`config.mk`:
```
export PLATFORM = sky130hd
export DESIGN_NAME = axi_lite_write_master
export DESIGN_NICKNAME = d
export VERILOG_FILES = /design/src/rtl/axi_lite_write_master.sv
export SDC_FILE = /design/constraint.sdc
export NUM_CORES = 1
export LEC_CHECK = 0
export CAP_MARGIN = 25
export CORE_MARGIN = 1.5
export CORE_UTILIZATION = 40
export DETAILED_ROUTE_END_ITERATION = 12
export PLACE_DENSITY = 0.89
export SYNTH_ARGS = -nofsm -noshare
export SYNTH_HDL_FRONTEND = slang
export SYNTH_SLANG_ARGS = --single-unit
export TNS_END_PERCENT = 10
```
`constraint.sdc`:
```
create_clock -name ACLK -period 1.95 [get_ports ACLK]
set_input_delay 0.39 -clock ACLK [delete_from_list [all_inputs] [get_ports ACLK]]
set_output_delay 0.39 -clock ACLK [all_outputs]
set_load 0.02 [all_outputs]
```
`src/rtl/axi_lite_write_master.sv`:
```
// AXI4-Lite single-beat write initiator: takes one command at a time, drives AW and W
// independently, waits for B and reports the captured response as a one-cycle pulse.
module axi_lite_write_master #(
   parameter int ADDR_WIDTH = 32,
   parameter int DATA_WIDTH = 32
) (
   input  logic                    ACLK,
   input  logic                    ARESETn,
   input  logic                    cmd_valid,
   output logic                    cmd_ready,
   input  logic [ADDR_WIDTH-1:0]   cmd_addr,
   input  logic [DATA_WIDTH-1:0]   cmd_data,
   input  logic [DATA_WIDTH/8-1:0] cmd_strb,
   input  logic [2:0]              cmd_prot,
   output logic [ADDR_WIDTH-1:0]   AWADDR,
   output logic [2:0]              AWPROT,
   output logic                    AWVALID,
   input  logic                    AWREADY,
   output logic [DATA_WIDTH-1:0]   WDATA,
   output logic [DATA_WIDTH/8-1:0] WSTRB,
   output logic                    WVALID,
   input  logic                    WREADY,
   input  logic [1:0]              BRESP,
   input  logic                    BVALID,
   output logic                    BREADY,
   output logic                    rsp_valid,
   output logic [1:0]              rsp_resp,
   output logic                    busy
);

   typedef enum logic [1:0] {IDLE, ADDR_DATA, WAIT_B, RESP} state_t;

   state_t state, state_nxt;
   logic   init_q;
   logic   aw_done, w_done;
   logic   cmd_hs, aw_hs, w_hs, b_hs;

   // init_q keeps cmd_ready low until the first edge after reset release
   assign cmd_ready = init_q && (state == IDLE);
   assign BREADY    = (state == WAIT_B);
   assign rsp_valid = (state == RESP);
   assign busy      = (state != IDLE);

   assign cmd_hs = cmd_valid & cmd_ready;
   assign aw_hs  = AWVALID & AWREADY;
   assign w_hs   = WVALID & WREADY;
   assign b_hs   = BVALID & BREADY;

   always_ff @(posedge ACLK or negedge ARESETn) begin
      if (!ARESETn) state <= IDLE;
      else          state <= state_nxt;
   end

   always_comb begin
      state_nxt = state;
      case (state)
         IDLE:      if (cmd_hs) state_nxt = ADDR_DATA;
         // same-cycle handshakes count as done so AW/W can finish in any order
         ADDR_DATA: if ((aw_done || aw_hs) && (w_done || w_hs)) state_nxt = WAIT_B;
         WAIT_B:    if (b_hs) state_nxt = RESP;
         RESP:      state_nxt = IDLE;
         default:   state_nxt = IDLE;
      endcase
   end

   // channel payloads are held only while VALID is high, zero otherwise
   always_ff @(posedge ACLK or negedge ARESETn) begin
      if (!ARESETn) begin
         init_q   <= 1'b0;
         AWVALID  <= 1'b0;
         AWADDR   <= '0;
         AWPROT   <= '0;
         WVALID   <= 1'b0;
         WDATA    <= '0;
         WSTRB    <= '0;
         aw_done  <= 1'b0;
         w_done   <= 1'b0;
         rsp_resp <= '0;
      end else begin
         init_q <= 1'b1;
         if (cmd_hs) begin
            AWVALID <= 1'b1;
            AWADDR  <= cmd_addr;
            AWPROT  <= cmd_prot;
            WVALID  <= 1'b1;
            WDATA   <= cmd_data;
            WSTRB   <= cmd_strb;
            aw_done <= 1'b0;
            w_done  <= 1'b0;
         end else begin
            if (aw_hs) begin
               AWVALID <= 1'b0;
               AWADDR  <= '0;
               AWPROT  <= '0;
               aw_done <= 1'b1;
            end
            if (w_hs) begin
               WVALID <= 1'b0;
               WDATA  <= '0;
               WSTRB  <= '0;
               w_done <= 1'b1;
            end
            if (state == RESP) begin
               aw_done <= 1'b0;
               w_done  <= 1'b0;
            end
         end
         if (b_hs) rsp_resp <= BRESP;
      end
   end

endmodule

```
# After elaboration in Yosys (flattened, before gate mapping)

Index checks and enable logic that the tools add are counted.
W data, S select, Z words.

Add/subtract/negate cells: 0
Multiply operators: 0
Div/mod/pow operators: 0
Magnitude comparators: 0
Equal/unequal tests: 6
Shifts and indexed selects: 0
Mux-type cells: 22
Bitwise operators: 4
Reduce and logical (&&, ||, !) cells: 11

Operators with widths:

| kind                 | number |
|---|---|
| $mux W32             | 4 |
| $mux W1              | 10 |
| $mux W4              | 2 |
| $pmux W2 S4          | 1 |
| $mux W2              | 3 |
| $mux W3              | 2 |
| $reduce_bool A2 Y1   | 3 |
| $reduce_bool A3 Y1   | 2 |
| $and A1 B1 Y1        | 4 |
| $eq A2 B2 Y1 const B | 2 |
| $ne A2 B2 Y1 const B | 2 |
| $reduce_and A3 Y1    | 1 |
| $eq A2 B1 Y1 const B | 1 |
| $logic_and A1 B1 Y1  | 2 |
| $logic_not A2 Y1     | 1 |
| $logic_or A1 B1 Y1   | 2 |
| $ne A2 B1 Y1 const B | 1 |

Flip-flop bits (word level): 80
Bits in latches: 0
RAM bits: 0
Memory bits (read-only): 0
Input port bits: 79
Output and inout port bits: 79
Logic and storage cells: 54
Memories kept: 0

# Depth between registers and ports, before layout

Depth in word-level cells: 5
Depth in mapped cells: 7
Gate-level depth less buffers: 6

# Least setup slack after synthesis

OpenSTA, ideal clock, no wires.

Kind: register -> register
Start: reg state[0]
End: reg AWADDR[0]
Setup time: 0.121 ns
Data arrival time: 1.415 ns
Data required time: 1.829 ns
Slack: 0.414 ns
Cell stages (with the launch flop): 8
Path buffers: 2
Clock period less this slack: 1.536 ns
Cell sequence: dfrtp_1 > inv_1 > ha_1 > inv_2 > nor2_8 > buf_12 > buf_12 > a22o_2

Longest elaborated chain between the ends: 4
Elaborated cells on any way between the ends: 5
Those cells by class: mux (1); bitwise (1); reduce/logical (3)

RTL lines:

| element                                               | line | source |
|---|---|---|
| start, declared                                       | 33   | `state_t state, state_nxt;` |
| start signal, assigned                                | 51   | `else state <= state_nxt;` |
| $logic_not A2 Y1 (*)                                  | 39   | `assign cmd_ready = init_q && (state == IDLE);` |
| $logic_and A1 B1 Y1 (*)                               | 39   |  |
| $and A1 B1 Y1 (*)                                     | 44   | `assign cmd_hs = cmd_valid & cmd_ready;` |
| $mux W32 / $reduce_bool A2 Y1 (equally long branches) | n/a  |  |
| end signal, assigned                                  | 83   | `AWADDR <= cmd_addr;` |
| end, declared                                         | 15   | `output logic [ADDR_WIDTH-1:0] AWADDR,` |

Mark *: on every way between the ends. The rest lies on a longest branch, timed or not.
A chain may end at the register's enable or synchronous reset.

# Worst setup path after layout

Start: reg state[1]
End: reg AWADDR[17]

Same word-level chain as after synthesis.

==> metrics <==
status finished clean; largest net degree at the start of global routing 42; post-synthesis cell type count 24; TritonRoute pass-1 iters 5; Mapped Cells 198; commonest cells after routing, fill and taps aside clkdlybuf4s50_1, dfrtp_1, a22o_2; FF+latch count, synth 80; fin area 4940 sq um; Seq/Total Area, Yosys 63.0%; crit path DAT 2.18 ns; clock insertion delay at the later pin of the skew report 0.34 ns; Fill cells 591; share of layout cells above drive strength 1 23.8%; Final period util 97.4%; initial antenna violation count 0; Top-Level Pins 158; vias per inst 5.11; Worst Setup EP AWADDR[17]; met2 wire len 3870 um; Slew Limit Fails 0; Peak VDD IR 873 uV; gr usage total 19.0%; Fmax 526 MHz; clk slew on worst S/H paths 0.08 ns; clk sink count 80; Vias 2371; first-pass GRT wire length 12500 um; Hold Crit Class in2async; Slew headroom 38.1%; mapped cell area 3180 sq um; R2R cell count 6; yosys warns 0; most common cell after layout, fill and taps aside clkdlybuf4s50_1; port bufs 157; Worst Skew 0.00723 ns; Post-Place Setup Slack -0.162 ns; Placed Cells 447; RR Startpoint state[1]; GRT overflow 0; total number of H-tree levels 3; total of max-cap violations 0; Hold WS 0.484 ns; Top Layer Used met4; Iteration-0 DRC Markers 108; post-route ant nets 0; total placed instance area 4690 sq um; startpoint types flop; Final nets 443; FP Rows 32; ANT cells 0; Final Core Density 63.9%; CTS tree built; DIE AREA 8490 sq um; Crit path required time 2.23 ns; Hold Fails Final Rpt 0; PwrDens 1480 nW/um^2; Avg Cell Area, Syn 16.1 sq um; CTS buffer count 9; syn nets 282; Core Box Area 7730 sq um; crit-path max FO 17; Initial Utilization 41.1%; Pleak 2.25 nW; wl on met1 3540 um; DR WL/cell 17.3 um; Worst Tran Pin Value 0.929 ns; RSZ-0062 raised after global routing yes; Critical Path End Type flop; min Tclk post-route 1.90 ns; flop2flop setup slack 0.05 ns; Die Wd 92.2 um; maximum clock insertion buffer count 2; Setup Crit Path Kind reg2reg; vias in the first global route 2470; DRC viols 0; Reg2Reg Capture Point AWADDR[17]; height of the die 92.2 um; clock root buffer clkbuf_8; Post-CTS Setup Bufs 0; routability cong. 0.698; Worst setup startpoint state[1]; drt total wl 8040 um; Final setup viols 0; area delta synth->final 55.4%; met3 wire length 572 um; Final Non-Filler Cells 464; PnR worst setup slack 0.0502 ns; post-DP HPWL 5380 um
## where the power goes
group / internal [W] / switching (W) / total [W]
Clock: 0.000738 / 0.000561 / 0.00130
Combinational: 0.00179 / 0.00159 / 0.00339
Sequential: 0.00226 / 0.000376 / 0.00264
## worst min path at each step
stage | start | end | cells after the start
after floorplan | ARESETn | AWADDR[0] | 0
after global placement | ARESETn | WSTRB[0] | 1
after detailed placement | ARESETn | WSTRB[1] | 1
after CTS | ARESETn | WSTRB[1] | 2
after global routing | ARESETn | WDATA[10] | 2
final | ARESETn | WSTRB[1] | 2
## metrics by stage
step	power [W]	TNS, ns
after floorplan	0.00453	0
after global placement	0.00591	-4.57
after detailed placement	0.00601	-8.69
after CTS	0.00734	0
after global routing	0.00769	-0.203
final	0.00732	0
## timing repair
action	CTS	global route
gates resized for setup	8	3
hold buffers	1	0
hold endpoints to repair	22	0
pin swaps	1	0
endpoints found under the setup margin	65	37
gates cloned	1	1
## final cells by class
class | count | area (sq um) | area share, %
Clock buffer | 10 | 138 | 2.79
Clock inverter | 4 | 70.1 | 1.42
Inverter | 5 | 18.8 | 0.380
Multi-Input combinational cell | 101 | 961 | 19.5
Sequential cell | 80 | 2000 | 40.5
Tap cell | 102 | 128 | 2.58
Timing Repair Buffer | 162 | 1620 | 32.9
## synthesized netlist by cell type (all sizes together)
master   n  area (sq um)
nand2    3          13.8
nand3    1          5.00
dfrtp   80          2000
mux2     3          37.5
a21oi    5          47.5
nor3     2          10.0
conb     1          3.75
o21ai    3          15.0
and2     1          7.51
nor2b    1          6.26
inv      5          18.8
nor2     2          23.8
a22o    71           688
buf     14           228
mux2i    1          10.0
ha       5          62.6
## kinds of logic (layout without fill, tap and decap cells)
group,after synthesis,count (layout),synth area share (%)
flops,80,80,63.0
compound gates,79,81,23.6
buf+inv,19,181,7.75
simple gates,10,10,2.09
fa+ha+maj,5,5,1.97
mux,4,4,1.50
other cells,1,1,0.118
## worst max-delay path: stages (launching register included)
cell     delay (ns)
dfrtp_1        0.40
inv_1          0.12
ha_4           0.19
inv_2          0.11
nor2_8         0.08
a21oi_2        0.68
a22o_2         0.27
## registers in the layout, indices dropped and copies added (netlist names)
register / flops
AWVALID: 1
rsp_resp: 2
init_q: 1
state: 2
WDATA: 32
WSTRB: 4
AWPROT: 3
w_done: 1
AWADDR: 32
aw_done: 1
WVALID: 1
## per-layer routing
layer	up-vias	global-route usage, %
met5	-	0
met4	0	5.90
met3	9	5.64
met2	114	30.4
met1	1181	25.1
li1	1067	-
No activity file was read; power rests on OpenSTA's default activity.
==> edit 1: new RTL, config.mk and constraints unchanged <==
The 4 states of `state_t` get a Gray code encoding in 2 bits.
--- a/src/rtl/axi_lite_write_master.sv
+++ b/src/rtl/axi_lite_write_master.sv
@@ -29,5 +29,5 @@
 );
 
-   typedef enum logic [1:0] {IDLE, ADDR_DATA, WAIT_B, RESP} state_t;
+   typedef enum logic [1:0] {IDLE = 2'b00, ADDR_DATA = 2'b01, WAIT_B = 2'b11, RESP = 2'b10} state_t;
 
    state_t state, state_nxt;
Function: same outputs for any inputs over 10 cycles, from zero or initial values and one cycle with ARESETn low; not proved beyond that.
==> edit 1 against the original RTL <==
Non-clock buffer count rose by 2; setup slack improved by 0.093 ns; register-to-register slack improved by 0.45 ns; wire length rose by 16%; sequential cell count did not move; via count rose by 13%; final area rose by 16%; core utilization fell by 2.0 points; clock skew rose by 0.0032 ns; synthesized area rose by 21%; first-iteration DRC count fell by 7.4%; hold slack got worse by 0.46 ns; sequential share of layout area fell by 5.7 points; largest cell class unchanged; total power rose by 12%; critical path type is now reg2out.
==> edit 1: results (changes against the original RTL) <==
Worst setup path:
- The number of cells on the worst reg-to-reg path is 3 (was 6).
- The critical-path maximum fanout came to 5 (was 17).
- The endpoint of the most critical register-to-register path is AWADDR[12] (was AWADDR[17]).

Power:
- The clock network power consumption is 1.22 mW (was 1.30 mW).
- The total leakage power is 2.60 nW (was 2.25 nW).
- The fraction of power spent switching nets is 34.2% (was 34.5%).
- The logic gate share of total power is 52.1% (was 46.3%).

STA:
- The final hold slack is 0.0246 ns (was 0.484 ns).
- The worst setup skew after layout is 0.0104 ns (was 0.00723 ns).

Detailed routing:
- The violation count after the first detailed-routing iteration came to 100 (was 108).
- The vias after detailed routing is 2686 (was 2371).
- The sum of met2 wire segment lengths after detailed routing was 4.61 mm (was 3.87 mm).

Cells and area:
- The number of nets in the layout is 500 (was 443).

Synth:
- The fraction of the mapped netlist area in adder cells was 0% (was 1.97%).
- Main area contributors after synthesis: sky130_fd_sc_hd__dfrtp_1 (52%), sky130_fd_sc_hd__mux2_4 (22%), sky130_fd_sc_hd__a21boi_0 (13%) (was sky130_fd_sc_hd__dfrtp_1 (63%), sky130_fd_sc_hd__a22o_2 (17%), sky130_fd_sc_hd__buf_12 (5.0%)).
- The distinct cell type count of the synthesized netlist is 23 (was 24).
- The synthesized-area fraction occupied by ao, oa, aoi and oai cells was 14.9% (was 23.6%).

GRT:
- The met2 layer usage reported by global route was 30.8% (was 30.4%).
- The global routing usage on met1 is 24.2% (was 25.1%).
- The via count of the first global-routing pass is 2900 (was 2470).
- The aggregate global-route resource usage was 18.6% (was 19.0%).
- The met3 track utilization from global routing is 3.68% (was 5.64%).

Place:
- The placer congestion estimate was 0.711 (was 0.698).
- The cell area reported after detailed placement is 5550 sq um (was 4690 sq um).
- The cell count after placement came to 539 (was 447).

Outcome:
- Status: finished, final reports clean (unchanged).
==> edit 1: cell count changes in the layout (fill, tap and decap cells not counted), sizes merged, moves of 2 or more <==
| cell | unedited run | this run |
|---|---|---|
| a211oi | 0 | 2 |
| buf | 5 | 8 |
| clkinvlp | 0 | 3 |
| a21oi | 7 | 2 |
| clkdlybuf4s15 | 2 | 0 |
| dlygate4sd2 | 2 | 4 |
| nand2 | 3 | 1 |
| a22o | 71 | 0 |
| a21boi | 0 | 71 |
| mux2 | 3 | 73 |
| ha | 5 | 0 |
==> edit 1: cell families after synthesis <==
| logic type | count (synthesis) |
|---|---|
| flip-flops | 80 |
| AO/OA/AOI/OAI | 78 |
| multiplexers | 73 |
| buffers and inverters | 28 |
| AND/OR/NAND/NOR | 10 |
| other | 1 |
==> edit 1: worst max-delay path by stage <==
stage,to,depth (start not counted),slack [ns]
floorplan,WDATA[13],4,0.58
global placement,AWADDR[11],4,0.15
detailed placement,AWADDR[11],4,0.12
CTS,cmd_ready,3,0.14
global route,cmd_ready,3,0.02
finish,cmd_ready,3,0.14
==> edit 1: critical path, stage by stage (launching register included) <==
cell and delay, ns:
sky130_fd_sc_hd__dfrtp_1 0.43, sky130_fd_sc_hd__inv_1 0.16, sky130_fd_sc_hd__and3_1 0.17, sky130_fd_sc_hd__dlygate4sd2_1 0.33
==> edit 1: cell type report <==
| cell class | instances | area (sq um) |
|---|---|---|
| Timing Repair Buffer | 164 | 1680 |
| Inverter | 4 | 15.0 |
| Clock buffer | 10 | 138 |
| Sequential cell | 80 | 2000 |
| Fill cell | 738 | 3540 |
| Multi-Input combinational cell | 162 | 1690 |
| Tap cell | 129 | 161 |
| Clock inverter | 5 | 57.6 |
==> edit 2: new RTL, config.mk and constraints unchanged <==
Without the edit above. The parameter `ADDR_WIDTH` goes from 32 to 64.
--- a/src/rtl/axi_lite_write_master.sv
+++ b/src/rtl/axi_lite_write_master.sv
@@ -2,5 +2,5 @@
 // independently, waits for B and reports the captured response as a one-cycle pulse.
 module axi_lite_write_master #(
-   parameter int ADDR_WIDTH = 32,
+   parameter int ADDR_WIDTH = 64,
    parameter int DATA_WIDTH = 32
 ) (
Ports: changed (resized AWADDR and cmd_addr); port bits go from 158 to 222. The function was not compared with the original's and may differ.
==> edit 2 against the original RTL <==
Total power rose by 29%; wire length rose by 44%; setup slack improved by 0.041 ns; count of clock-buffer cells in the layout rose by 1; final area rose by 35%; sequential cell count rose by 32; non-clock buffer count rose by 67; synthesized area rose by 29%; largest power group unchanged; highest routed layer unchanged.
==> edit 2: results (changes against the original RTL) <==
Synth:
- The register area share after synthesis is 68.6% (was 63.0%).
- Main area contributors after synthesis: sky130_fd_sc_hd__dfrtp_1 (69%), sky130_fd_sc_hd__a22o_1 (22%), sky130_fd_sc_hd__ha_1 (1.5%) (was sky130_fd_sc_hd__dfrtp_1 (63%), sky130_fd_sc_hd__a22o_2 (17%), sky130_fd_sc_hd__buf_12 (5.0%)).
- The net count after synthesis is 385 (was 282).
- Post-synth top cells: sky130_fd_sc_hd__dfrtp_1 (112), sky130_fd_sc_hd__a22o_1 (103), sky130_fd_sc_hd__buf_2 (11), sky130_fd_sc_hd__buf_4 (6), sky130_fd_sc_hd__ha_1 (5) (was sky130_fd_sc_hd__dfrtp_1 (80), sky130_fd_sc_hd__a22o_2 (53), sky130_fd_sc_hd__a22o_1 (18), sky130_fd_sc_hd__buf_12 (8), sky130_fd_sc_hd__buf_6 (6)).

Place:
- The post-DP HPWL came to 7.96 mm (was 5.38 mm).
- The count of buffers from port buffering is 221 (was 157).
- The cell area reported after detailed placement is 6450 sq um (was 4690 sq um).

GRT:
- The largest net degree at the start of global routing was 55 (was 42).
- The via count of the first global-routing pass is 3410 (was 2470).
- The met2 layer usage reported by global route came to 35.2% (was 30.4%).
- The met3 track utilization from global routing is 4.14% (was 5.64%).
- The global routing usage on met1 is 26.4% (was 25.1%).

Worst setup path:
- The cell type group with the largest total delay on the critical path is buffers and inverters (was compound AO/OA/AOI/OAI gates).
- The cell at the slowest stage of the critical path is sky130_fd_sc_hd__dfrtp_1 (was sky130_fd_sc_hd__a21oi_2).
- The critical-path maximum fanout is 4 (was 17).
- The maximum single-stage delay on the critical path was 0.43 ns (was 0.68 ns).
- The data arrival time at the worst-slack endpoint is 1.47 ns (was 2.18 ns).

Cells and area:
- Largest registers: AWADDR (64), WDATA (32), WSTRB (4) (was AWADDR (32), WDATA (32), WSTRB (4)).
- The fraction of layout cells with a size suffix above 1 was 7.10% (was 23.8%).
- The count of filler cells inserted in the layout is 708 (was 591).
- The number of nets in the layout is 605 (was 443).

Power:
- The worst ir drop on vdd is 0.697 mV (was 0.873 mV).
- The total leakage power is 3.02 nW (was 2.25 nW).
- The total power consumption of the routed design is 9.45 mW (was 7.32 mW).

Detailed routing:
- The overall routed net length is 11.6 mm (was 8.04 mm).
- The vias after detailed routing is 3246 (was 2371).
- The post-route met1 wirelength is 4.95 mm (was 3.54 mm).
- The sum of met2 wire segment lengths after detailed routing came to 5.64 mm (was 3.87 mm).
- The violation count after the first detailed-routing iteration is 157 (was 108).

Clock network:
- The post-CTS clock slew at the launch and capture registers of the worst setup and hold paths is 0.10 ns (was 0.08 ns).

STA:
- The worst setup skew after layout is 0.0104 ns (was 0.00723 ns).
- The actual slew at the worst max-slew pin was 0.570 ns (was 0.929 ns).

Outcome:
- Status: finished, final reports clean (unchanged).
## edit 2: stage by stage
step	std cells	utilization, %	worst slack [ns]	TNS (ns)	hold WS, ns
4_1_cts	625	67.3	-0.0108	-0.0108	0.408
5_1_grt	626	67.4	0.0191	0	0.421
3_3_place_gp	609	65.4	-0.0836	-2.91	0.267
6_report	626	67.4	0.0908	0	0.429
3_5_place_dp	609	65.4	-0.136	-4.26	0.270
2_1_floorplan	269	-	0.344	0	0.0944
## edit 2: timing repair
action,CTS,global route
resized for setup,9,4
endpoints found under the setup margin,40,38
cloned,0,1
hold buffers,1,0
hold endpoints to repair,14,0
## edit 2: worst paths after layout
path | from | to | slack, ns | depth (start not counted)
setup / recovery | state[0] | BREADY | 0.09 | 3
setup reg to reg | state[1] | AWADDR[15] | 0.18 | 7
hold reg to reg | WDATA[14] | WDATA[14] | 0.50 | 1
min in group ACLK | WDATA[14] | WDATA[14] | 0.50 | 1
max in group asynchronous | ARESETn | AWADDR[25] | 0.98 | 3
hold / removal | ARESETn | AWADDR[59] | 0.43 | 2
## edit 2: cell families after synthesis
group / Yosys count / share of synthesized area [%]
AO/OA/AOI/OAI: 111 / 23.4
multiplexers: 4 / 1.07
adder cells (fa/ha/maj): 5 / 1.53
other: 1 / 0.0917
AND/OR/NAND/NOR: 10 / 1.32
flip-flops: 112 / 68.6
buffers and inverters: 26 / 4.01
## edit 2: cell type report
cell class / count / share of cell area (%)
clock buffer: 11 / 2.28
clock inverter: 4 / 0.301
inverter: 5 / 0.282
multi-input combinational: 132 / 17.3
sequential: 112 / 42.1
tap: 133 / 2.50
timing repair buffer: 229 / 35.2
## edit 2: report_power, final
group	internal [mW]	switching, mW	leakage, nW	total (mW)
logic	2.37	2.18	1.47	4.55
clock network	0.520	0.716	0.0947	1.24
registers	3.16	0.515	1.46	3.67
